**src/rtl/avalon_timer_pkg.sv**
```systemverilog
// Shared register map, control/status bit positions and the control-word
// type for the Avalon-MM timer bank.
package avalon_timer_pkg;

   localparam logic [3:0] REG_CTRL     = 4'd0;
   localparam logic [3:0] REG_PRESCALE = 4'd1;
   localparam logic [3:0] REG_RELOAD   = 4'd2;
   localparam logic [3:0] REG_COUNT    = 4'd3;
   localparam logic [3:0] REG_COMPARE  = 4'd4;
   localparam logic [3:0] REG_STATUS   = 4'd5;

   localparam int CTRL_EN_BIT        = 0;
   localparam int CTRL_PERIODIC_BIT  = 1;
   localparam int CTRL_IE_BIT        = 2;
   localparam int STATUS_EXPIRED_BIT = 0;

   typedef struct packed {
      logic ie;
      logic periodic;
      logic en;
   } timer_ctrl_t;

endpackage

```
**src/rtl/timer_channel.sv**
```systemverilog
// One down-counting timer channel: prescaler, counter, control/status registers,
// interrupt and (with TIMER_PWM_EN) a compare register driving a PWM output.
module timer_channel
   import avalon_timer_pkg::*;
#(
   parameter int WIDTH      = 32,
   parameter int PRESCALE_W = 8
) (
   input  logic        clk,
   input  logic        rst_n,
   input  logic        wr_en_i,
   input  logic [3:0]  reg_idx_i,
   input  logic [31:0] wdata_i,
   output logic [31:0] rdata_o,
   output logic        irq_o,
   output logic        irq_d_o
`ifdef TIMER_PWM_EN
   ,output logic       pwm_o
`endif
);

   timer_ctrl_t           ctrl_q, ctrl_d;
   timer_ctrl_t           wctrl_s;
   logic [PRESCALE_W-1:0] prescale_q, prescale_d;
   logic [PRESCALE_W-1:0] presc_q, presc_d;
   logic [WIDTH-1:0]      reload_q, reload_d;
   logic [WIDTH-1:0]      count_q, count_d;
   logic                  expired_q, expired_d;
   logic                  irq_q, irq_d;
   logic                  wr_ctrl_s, wr_prescale_s, wr_reload_s, wr_count_s, wr_status_s;
   logic                  en_rise_s, run_s, tick_s, expire_s;
`ifdef TIMER_PWM_EN
   logic [WIDTH-1:0]      compare_q, compare_d;
   logic                  wr_compare_s;
   logic                  pwm_q, pwm_d;
`endif

   // Write strobes and decoded control word
   always_comb begin
      wr_ctrl_s     = wr_en_i && (reg_idx_i == REG_CTRL);
      wr_prescale_s = wr_en_i && (reg_idx_i == REG_PRESCALE);
      wr_reload_s   = wr_en_i && (reg_idx_i == REG_RELOAD);
      wr_count_s    = wr_en_i && (reg_idx_i == REG_COUNT);
      wr_status_s   = wr_en_i && (reg_idx_i == REG_STATUS);
`ifdef TIMER_PWM_EN
      wr_compare_s  = wr_en_i && (reg_idx_i == REG_COMPARE);
`endif
      wctrl_s.en       = wdata_i[CTRL_EN_BIT];
      wctrl_s.periodic = wdata_i[CTRL_PERIODIC_BIT];
      wctrl_s.ie       = wdata_i[CTRL_IE_BIT];
      en_rise_s = wr_ctrl_s && wctrl_s.en && !ctrl_q.en;
      // A CTRL write that disables the channel freezes it in the same cycle.
      run_s    = ctrl_q.en && !(wr_ctrl_s && !wctrl_s.en);
      tick_s   = run_s && (presc_q >= prescale_q);
      expire_s = tick_s && (count_q == {WIDTH{1'b0}});
   end

   // Next-state: hardware counting first, software writes override
   always_comb begin
      ctrl_d     = ctrl_q;
      prescale_d = prescale_q;
      presc_d    = presc_q;
      reload_d   = reload_q;
      count_d    = count_q;
`ifdef TIMER_PWM_EN
      compare_d  = compare_q;
`endif
      if (run_s) begin
         presc_d = tick_s ? {PRESCALE_W{1'b0}} : presc_q + PRESCALE_W'(1);
      end else begin
         presc_d = presc_q;
      end
      if (expire_s) begin
         if (ctrl_q.periodic) begin
            count_d = reload_q;
         end else begin
            ctrl_d.en = 1'b0;
         end
      end else if (tick_s) begin
         count_d = count_q - WIDTH'(1);
      end else begin
         count_d = count_q;
      end
      if (wr_ctrl_s) begin
         ctrl_d = wctrl_s;
         if (en_rise_s) begin
            count_d = reload_q;
            presc_d = {PRESCALE_W{1'b0}};
         end else begin
            presc_d = presc_d;
         end
      end else begin
         ctrl_d = ctrl_d;
      end
      if (wr_prescale_s) begin
         prescale_d = wdata_i[PRESCALE_W-1:0];
      end else begin
         prescale_d = prescale_q;
      end
      if (wr_reload_s) begin
         reload_d = wdata_i[WIDTH-1:0];
      end else begin
         reload_d = reload_q;
      end
      if (wr_count_s) begin
         count_d = wdata_i[WIDTH-1:0];
      end else begin
         count_d = count_d;
      end
`ifdef TIMER_PWM_EN
      if (wr_compare_s) begin
         compare_d = wdata_i[WIDTH-1:0];
      end else begin
         compare_d = compare_q;
      end
      pwm_d = ctrl_d.en && (count_d < compare_d);
`endif
      // Hardware set takes priority over a write-1-to-clear in the same cycle.
      expired_d = (expired_q && !(wr_status_s && wdata_i[STATUS_EXPIRED_BIT])) || expire_s;
      irq_d     = expired_d && ctrl_d.ie;
   end

   // Channel state registers
   always_ff @(posedge clk or negedge rst_n) begin
      if (!rst_n) begin
         ctrl_q     <= '{ie: 1'b0, periodic: 1'b0, en: 1'b0};
         prescale_q <= {PRESCALE_W{1'b0}};
         presc_q    <= {PRESCALE_W{1'b0}};
         reload_q   <= {WIDTH{1'b0}};
         count_q    <= {WIDTH{1'b0}};
         expired_q  <= 1'b0;
         irq_q      <= 1'b0;
`ifdef TIMER_PWM_EN
         compare_q  <= {WIDTH{1'b0}};
         pwm_q      <= 1'b0;
`endif
      end else begin
         ctrl_q     <= ctrl_d;
         prescale_q <= prescale_d;
         presc_q    <= presc_d;
         reload_q   <= reload_d;
         count_q    <= count_d;
         expired_q  <= expired_d;
         irq_q      <= irq_d;
`ifdef TIMER_PWM_EN
         compare_q  <= compare_d;
         pwm_q      <= pwm_d;
`endif
      end
   end

   // Register read view, zero-extended to the bus width
   always_comb begin
      case (reg_idx_i)
         REG_CTRL:     rdata_o = {29'd0, ctrl_q};
         REG_PRESCALE: rdata_o = 32'(prescale_q);
         REG_RELOAD:   rdata_o = 32'(reload_q);
         REG_COUNT:    rdata_o = 32'(count_q);
`ifdef TIMER_PWM_EN
         REG_COMPARE:  rdata_o = 32'(compare_q);
`endif
         REG_STATUS:   rdata_o = {31'd0, expired_q};
         default:      rdata_o = 32'd0;
      endcase
   end

   assign irq_o   = irq_q;
   assign irq_d_o = irq_d;
`ifdef TIMER_PWM_EN
   assign pwm_o   = pwm_q;
`endif

endmodule

```
**src/rtl/avalon_timer_bank.sv**
```systemverilog
// Avalon-MM bank of NUM_TIMERS timer channels: address decode, read mux,
// registered read data and aggregate interrupt. TIMER_PWM_EN adds COMPARE and pwm_out.
module avalon_timer_bank
   import avalon_timer_pkg::*;
#(
   parameter int NUM_TIMERS = 4,
   parameter int WIDTH      = 32,
   parameter int PRESCALE_W = 8
) (
   input  logic                  clk,
   input  logic                  rst_n,
   input  logic                  read_n,
   input  logic                  write_n,
   input  logic [31:0]           address,
   input  logic [31:0]           writeData,
   output logic [31:0]           readData,
   output logic [NUM_TIMERS-1:0] irq,
   output logic                  irq_any
`ifdef TIMER_PWM_EN
   ,output logic [NUM_TIMERS-1:0] pwm_out
`endif
);

   logic [3:0]            reg_idx_s;
   logic [3:0]            ch_idx_s;
   logic [31:0]           ch_rdata_s [NUM_TIMERS];
   logic [NUM_TIMERS-1:0] ch_irq_d_s;
   logic [31:0]           rd_mux_s;
   logic [31:0]           read_data_q, read_data_d;
   logic                  irq_any_q, irq_any_d;
   logic                  unused_addr_s;

   assign reg_idx_s     = address[5:2];
   assign ch_idx_s      = address[9:6];
   assign unused_addr_s = ^{address[31:10], address[1:0]};

   for (genvar g = 0; g < NUM_TIMERS; g++) begin : g_ch
      logic wr_s;
      assign wr_s = !write_n && (ch_idx_s == 4'(g));
      timer_channel #(
         .WIDTH      (WIDTH),
         .PRESCALE_W (PRESCALE_W)
      ) u_ch (
         .clk       (clk),
         .rst_n     (rst_n),
         .wr_en_i   (wr_s),
         .reg_idx_i (reg_idx_s),
         .wdata_i   (writeData),
         .rdata_o   (ch_rdata_s[g]),
         .irq_o     (irq[g]),
         .irq_d_o   (ch_irq_d_s[g])
`ifdef TIMER_PWM_EN
         ,.pwm_o    (pwm_out[g])
`endif
      );
   end

   // Read mux: channels outside the bank contribute nothing
   always_comb begin
      rd_mux_s = 32'd0;
      for (int i = 0; i < NUM_TIMERS; i++) begin
         rd_mux_s = rd_mux_s | ((ch_idx_s == 4'(i)) ? ch_rdata_s[i] : 32'd0);
      end
      read_data_d = !read_n ? rd_mux_s : 32'd0;
      irq_any_d   = |ch_irq_d_s;
   end

   // Read data and aggregate interrupt registers
   always_ff @(posedge clk or negedge rst_n) begin
      if (!rst_n) begin
         read_data_q <= 32'd0;
         irq_any_q   <= 1'b0;
      end else begin
         read_data_q <= read_data_d;
         irq_any_q   <= irq_any_d;
      end
   end

   assign readData = read_data_q;
   assign irq_any  = irq_any_q;

endmodule

```
**config.mk**
```make
export PLATFORM = sky130hd
export DESIGN_NAME = avalon_timer_bank
export DESIGN_NICKNAME = d
export VERILOG_FILES = /design/src/rtl/avalon_timer_pkg.sv /design/src/rtl/timer_channel.sv /design/src/rtl/avalon_timer_bank.sv
export SDC_FILE = /design/constraint.sdc
export NUM_CORES = 1
export LEC_CHECK = 0
export ABC_CLOCK_PERIOD_IN_PS = 3300
export CAP_MARGIN = 30
export CELL_PAD_IN_SITES_DETAIL_PLACEMENT = 1
export CELL_PAD_IN_SITES_GLOBAL_PLACEMENT = 1
export CORE_UTILIZATION = 43
export DETAILED_ROUTE_END_ITERATION = 12
export GPL_TIMING_DRIVEN = 0
export PLACE_DENSITY = 0.86
export SKIP_LAST_GASP = 1
export SYNTH_ARGS = -nofsm -noshare
export SYNTH_HDL_FRONTEND = slang
export SYNTH_SLANG_ARGS = --single-unit
```
**constraint.sdc**
```tcl
create_clock -name clk -period 3.3 [get_ports clk]
set_input_delay 0.33 -clock clk [delete_from_list [all_inputs] [get_ports clk]]
set_output_delay 0.33 -clock clk [all_outputs]
set_load 0.005 [all_outputs]
```
# Word-level counts from Yosys, hierarchy flattened
# Index checks and enable logic that the tools add are counted.
# classes
n_addsub,8
n_lt_le_gt_ge,4
n_eq_ne,11
mux,61
bitwise,3
n_reduce_logical,93
# op_table
cell,n
$mux 32,29
$pmux 32 s5,4
$logic_not 32->1,4
$mux 8,16
$sub 32x1->32 const B,4
$or 32x32->32,3
$logic_and 1x1->1,60
$add 8x1->8 const B,4
$ge 8x8->1,4
$eq 4x2->1 const B,4
$logic_not 1->1,14
$mux 3,4
$eq 4x1->1 const B,2
$logic_not 4->1,2
$mux 1,8
$ne 2x2->1 const B,4
$reduce_and 2->1,4
$reduce_bool 2->1,4
$eq 4x3->1 const B,1
$logic_or 1x1->1,4
$reduce_or 4->1,1
# word_totals
regBits,373
output_inout_bits,37
wordCells,218

# Logic depth before layout (Yosys ltp)
# depth
ltp_word,12
depth_mapped,11
ltp_nobuf,9

# Hierarchy
# Synthesis repeated with hierarchy kept, for this count alone.
# unflattened
cells_unflattened,2335
area_unflattened_um2,22880.7
# by_module_without_submodules
module,n_inst,cells_each,area_per_inst_um2
timer_channel (g_ch[1].u_ch ...),3,542,5237.5
timer_channel (g_ch[0].u_ch),1,554,5318.9
avalon_timer_bank,1,155,1849.3

# Worst setup path after synthesis
# OpenSTA, ideal clock, no wires.
# synth_timing
kind,register -> register
from,register g_ch[1].u_ch.count_q[10]
to,register g_ch[1].u_ch.count_q[4]
arrival_time_ps,3026
required_ps,3174
slack_ps,148
stages_incl_launch_ff,10
path_buffers,2
path_cell_list,dfrtp_1 or4_4 or3_1 buf_6 or4_4 or4_4 buf_2 o21ai_2 nor2_1 a221o_1
# synth_between
elab_chain_len,6
# synth_rtl
element,line,source
from (decl),timer_channel.sv:27,"logic [WIDTH-1:0] count_q, count_d;"
from (signal assigned),timer_channel.sv:130,count_q <= {WIDTH{1'b0}};
from (signal assigned),timer_channel.sv:142,count_q <= count_d;
$logic_not 32->1 (*),timer_channel.sv:55,expire_s = tick_s && (count_q == {WIDTH{1'b0}});
$logic_and 1x1->1 (*),timer_channel.sv:55,
$mux 32 (*),timer_channel.sv:73,if (expire_s) begin
$mux 32,timer_channel.sv:86,if (en_rise_s) begin
$mux 32 (*),timer_channel.sv:84,if (wr_ctrl_s) begin
$mux 32 (*),timer_channel.sv:105,if (wr_count_s) begin
net g_ch[1].u_ch.count_d[4],timer_channel.sv:27,
# Mark *: on every way through the listed nets, which the timed path passes. The rest lies on a longest branch.
# A chain may end at the register's enable or synchronous reset.

# Final worst setup path
# layout_timing
from,register g_ch[3].u_ch.count_q[9]
to,register g_ch[3].u_ch.count_q[20]
# layout_between
elab_chain_len,6
word_cells_on_any_way,8
# layout_rtl
element,line
from (decl),timer_channel.sv:27
from (signal assigned),timer_channel.sv:130
from (signal assigned),timer_channel.sv:142
$sub 32x1->32 / $logic_not 32->1 (equally long branches),"timer_channel.sv:80, timer_channel.sv:55"
$mux 32 / $logic_and 1x1->1 (equally long branches),"timer_channel.sv:79, timer_channel.sv:55"
$mux 32 (*),timer_channel.sv:73
$mux 32,timer_channel.sv:86
$mux 32 (*),timer_channel.sv:84
$mux 32 (*),timer_channel.sv:105
net g_ch[3].u_ch.count_d[20],timer_channel.sv:27
# Marked as above.

==> qor.txt <==
element type at the critical path end: flop
static leakage: 10.9 nW
number of global-route vias before repair: 22.6k
VDD IR-drop max: 0.000354 V
Seq. cell area: 9340 µm²
clk_lat worst skew: 0.60 ns
Critical Path RT: 3.77 ns
DR pass1 iterations: 7
Setup Total Neg Slack: -0.0478 ns
Slew HR: 26.9%
drt wl/cell: 33.2 µm
reg2reg setup slack: -0.05 ns
critical path's slowest cell: nor4_1
Max Cap Viol: 0
antenna violations before repair: 2
CP top delay family: simple AND/OR/NAND/NOR gates
PortBufs: 72
H-Tree Depth: 2
Syn Area/Cell: 9.19 µm²
Ant. Diodes: 0
final hold slack: 0.316 ns
Filler Cells Inserted: 5,788
total CTS buffers: 45
Buf/Inv on CP: 2
register area share after synthesis: 42.9%
Unique masters post-synth: 80
Slew @ Worst Pin: 1.10 ns
Crit Reg-Reg Endpoint: g_ch[3].u_ch.count_q[20]$_DFF_PN0_
Via density: 6.89
critical path startpoint category: flop
Top FF cell, synth: dfrtp_1
Tot Pwr: 12.8 mW
area delta synth->final: 18.3%
largest net degree at the start of global routing: 119
maximum clock path buffer count: 3
Final Max Tran Viols: 0
Setup-failing EPs final: 1
Die X-Extent: 227 µm
reg2reg start: g_ch[3].u_ch.count_q[9]$_DFF_PN0_
category of the critical setup timing path: flop to flop
async set-reset flop share out of synthesis: 100%
power density over the cells: 499 nW/µm²
area of the multi-input gates: 11,900 µm²
Worst R2R Path Depth: 9
1st-iter DRT viols: 2,599
final hold violations: 0
Worst-path clk slew: 0.07 ns
Min-Delay Path Class: input port to async pin
initial core utilization: 43.4%
Post-synth EDFFs: 0
Synth Instances: 2,367
run status: complete, but fails checks
CP peak stage delay: 0.69 ns
routability cong.: 1.00
Yosys Warn Count: 0
unrepaired setup endpoints after global routing: true
crit path max fanout: 9
Remaining DRCs: 0
worst slack at placement: -0.947 ns
mapped cell area: 21,700 µm²
vias: 22.3k
Die ar.: 51,500 µm²
fmax: 299 MHz
core area: 50,100 µm²
layout cell share with drive strength beyond 1: 15.0%
Rows: 82
fin crit period: 3.35 ns
post-synthesis register bit count: 373
Routed WL: 107 mm
total gr overflow: 0
final worst-path cycle share: 101%
Synthesized Nets: 2,475
layout net count: 2,641
Clock Skew: 0.0203 ns
gr usage total: 41.8%
CP Depth: 9
failing checks: setup timing
IO Count: 105
CTS tree: built
die height: 227 µm
first-pass GRT wire length: 154 mm
launch point of the worst path: g_ch[3].u_ch.count_q[9]$_DFF_PN0_
cell repeated most along the worst path: clkbuf_1
Critical Path End: g_ch[3].u_ch.count_q[20]$_DFF_PN0_
CTS root buf: clkbuf_16
dpl hpwl: 82.1 mm
final worst setup slack: -0.0478 ns
Critical Path AT: 3.82 ns
post-route ant nets: 0
CTS Sinks: 373
worst path cell trace: clkbuf_1, or4_1, clkbuf_1, or2_2, or3_1, nor4_1, xnor2_1, nor3_1, a221o_1
==> report_power, final <==
part,internal (mW),leakage (nW),switching (mW)
registers,4.89,4.94,0.526
clock network,3.19,0.761,2.15
logic,0.764,5.22,1.32
total,8.84,10.9,3.99
==> through the flow <==
step / util, % / instances / area (µm²)
final: 51.4 / 3241 / 25700
after global routing: 51.4 / 3241 / 25700
after CTS: 51.0 / 3233 / 25500
after detailed placement: 47.0 / 3132 / 23500
after global placement: 46.5 / 3111 / 23300
after floorplan: - / 2367 / 21700
==> cells in the final DEF, fill, tap and decap left out, types with 48 or more instances in the layout <==
cell type,n
a22oi_1,88
clkbuf_1,146
a21oi_1,150
dfrtp_1,368
nor3_1,122
clkdlybuf4s50_1,71
nand2_1,196
nor2_1,201
o21ai_0,127
mux2_2,154
nand3_1,66
inv_1,58
nand4_1,48
==> cells in the mapped netlist (7+ instances only) <==
cell	count	area share, %
a211oi_1	33	1.1
or4_1	20	0.69
or3_1	26	0.75
a21o_1	9	0.31
o22ai_1	37	1.1
o2bb2ai_1	8	0.32
nor4b_1	8	0.32
a41oi_1	8	0.32
and3_1	21	0.60
nand2b_1	9	0.26
a221oi_1	15	0.60
o31ai_1	17	0.59
a222oi_1	26	1.2
o21a_1	8	0.28
o21ai_0	131	3.0
a22o_1	25	1.0
a221o_1	19	0.87
a21oi_1	151	3.5
and2_1	11	0.32
mux2i_1	16	0.74
xnor2_1	18	0.73
inv_1	58	1.0
nand2_1	200	3.5
a31oi_1	28	0.81
a32oi_1	7	0.28
nand3_1	68	1.6
a22oi_1	88	3.0
clkbuf_1	149	2.6
buf_1	8	0.14
nor3_1	130	3.0
nand4_1	48	1.4
ha_1	40	2.3
nor4_1	47	1.4
dfrtp_1	373	43
o41ai_1	10	0.40
mux2_2	154	8.0
nor2_1	205	3.5
xor2_1	27	1.1
==> how the worst min path moves through the flow <==
stage                     cells after the start                                  to  slack [ns]                                  start
after floorplan                               0   g_ch[0].u_ch.count_q[0]$_DFF_PN0_        0.03                                  rst_n
after global placement                        2  g_ch[1].u_ch.count_q[27]$_DFF_PN0_        0.49  g_ch[1].u_ch.reload_q[27]$_DFFE_PN0P_
after detailed placement                      1   g_ch[2].u_ch.presc_q[6]$_DFF_PN0_        0.37                                  rst_n
after CTS                                     4    g_ch[1].u_ch.expired_q$_DFF_PN0_        0.33                             address[6]
after global routing                          2   g_ch[2].u_ch.presc_q[4]$_DFF_PN0_        0.38                                  rst_n
final                                         2   g_ch[2].u_ch.presc_q[6]$_DFF_PN0_        0.32                                  rst_n
==> layer usage <==
metal  wire [µm]  up-vias  GRT usage, %
met5          14        -             0
met4        5740        2          19.5
met3        9490      316          7.39
met2       48800     1225          66.3
met1       43400    11500          55.2
li1            -     9309             -
==> cells by family after synthesis <==
family                   share of synthesized area (%)
AND/OR/NAND/NOR                                   19.1
AO/OA/AOI/OAI                                     21.1
flip-flops                                        42.9
buffers and inverters                             4.09
multiplexers                                      8.71
XOR/XNOR                                          1.81
adder cells (fa/ha/maj)                           2.30
==> cell type report <==
| class | count | area share (%) |
|---|---|---|
| Buffer | 161 | 2.61 |
| Clock buffer | 69 | 5.21 |
| Clock inverter | 14 | 0.817 |
| Inverter | 58 | 0.847 |
| Multi-Input combinational cell | 1767 | 46.1 |
| Sequential cell | 373 | 36.3 |
| Tap cell | 672 | 3.27 |
| Timing Repair Buffer | 127 | 4.80 |
==> state kept, by name, summed over array words and instances (netlist names) <==
signal / flops
g_ch.u_ch.count_q: 128
g_ch.u_ch.reload_q: 128
g_ch.u_ch.presc_q: 32
g_ch.u_ch.prescale_q: 32
readData: 32
g_ch.u_ch.ctrl_q: 12
g_ch.u_ch.expired_q: 4
g_ch.u_ch.irq_o: 4
irq_any: 1
==> repair_timing <==
item	in CTS	in global routing
hold buffers	1	0
setup endpoints to repair	126	72
pin swaps	16	13
gates resized for setup	69	32
gates cloned	1	0
endpoints found under the hold margin	76	0
setup buffers	21	8
(Power assumes the default switching activity.)
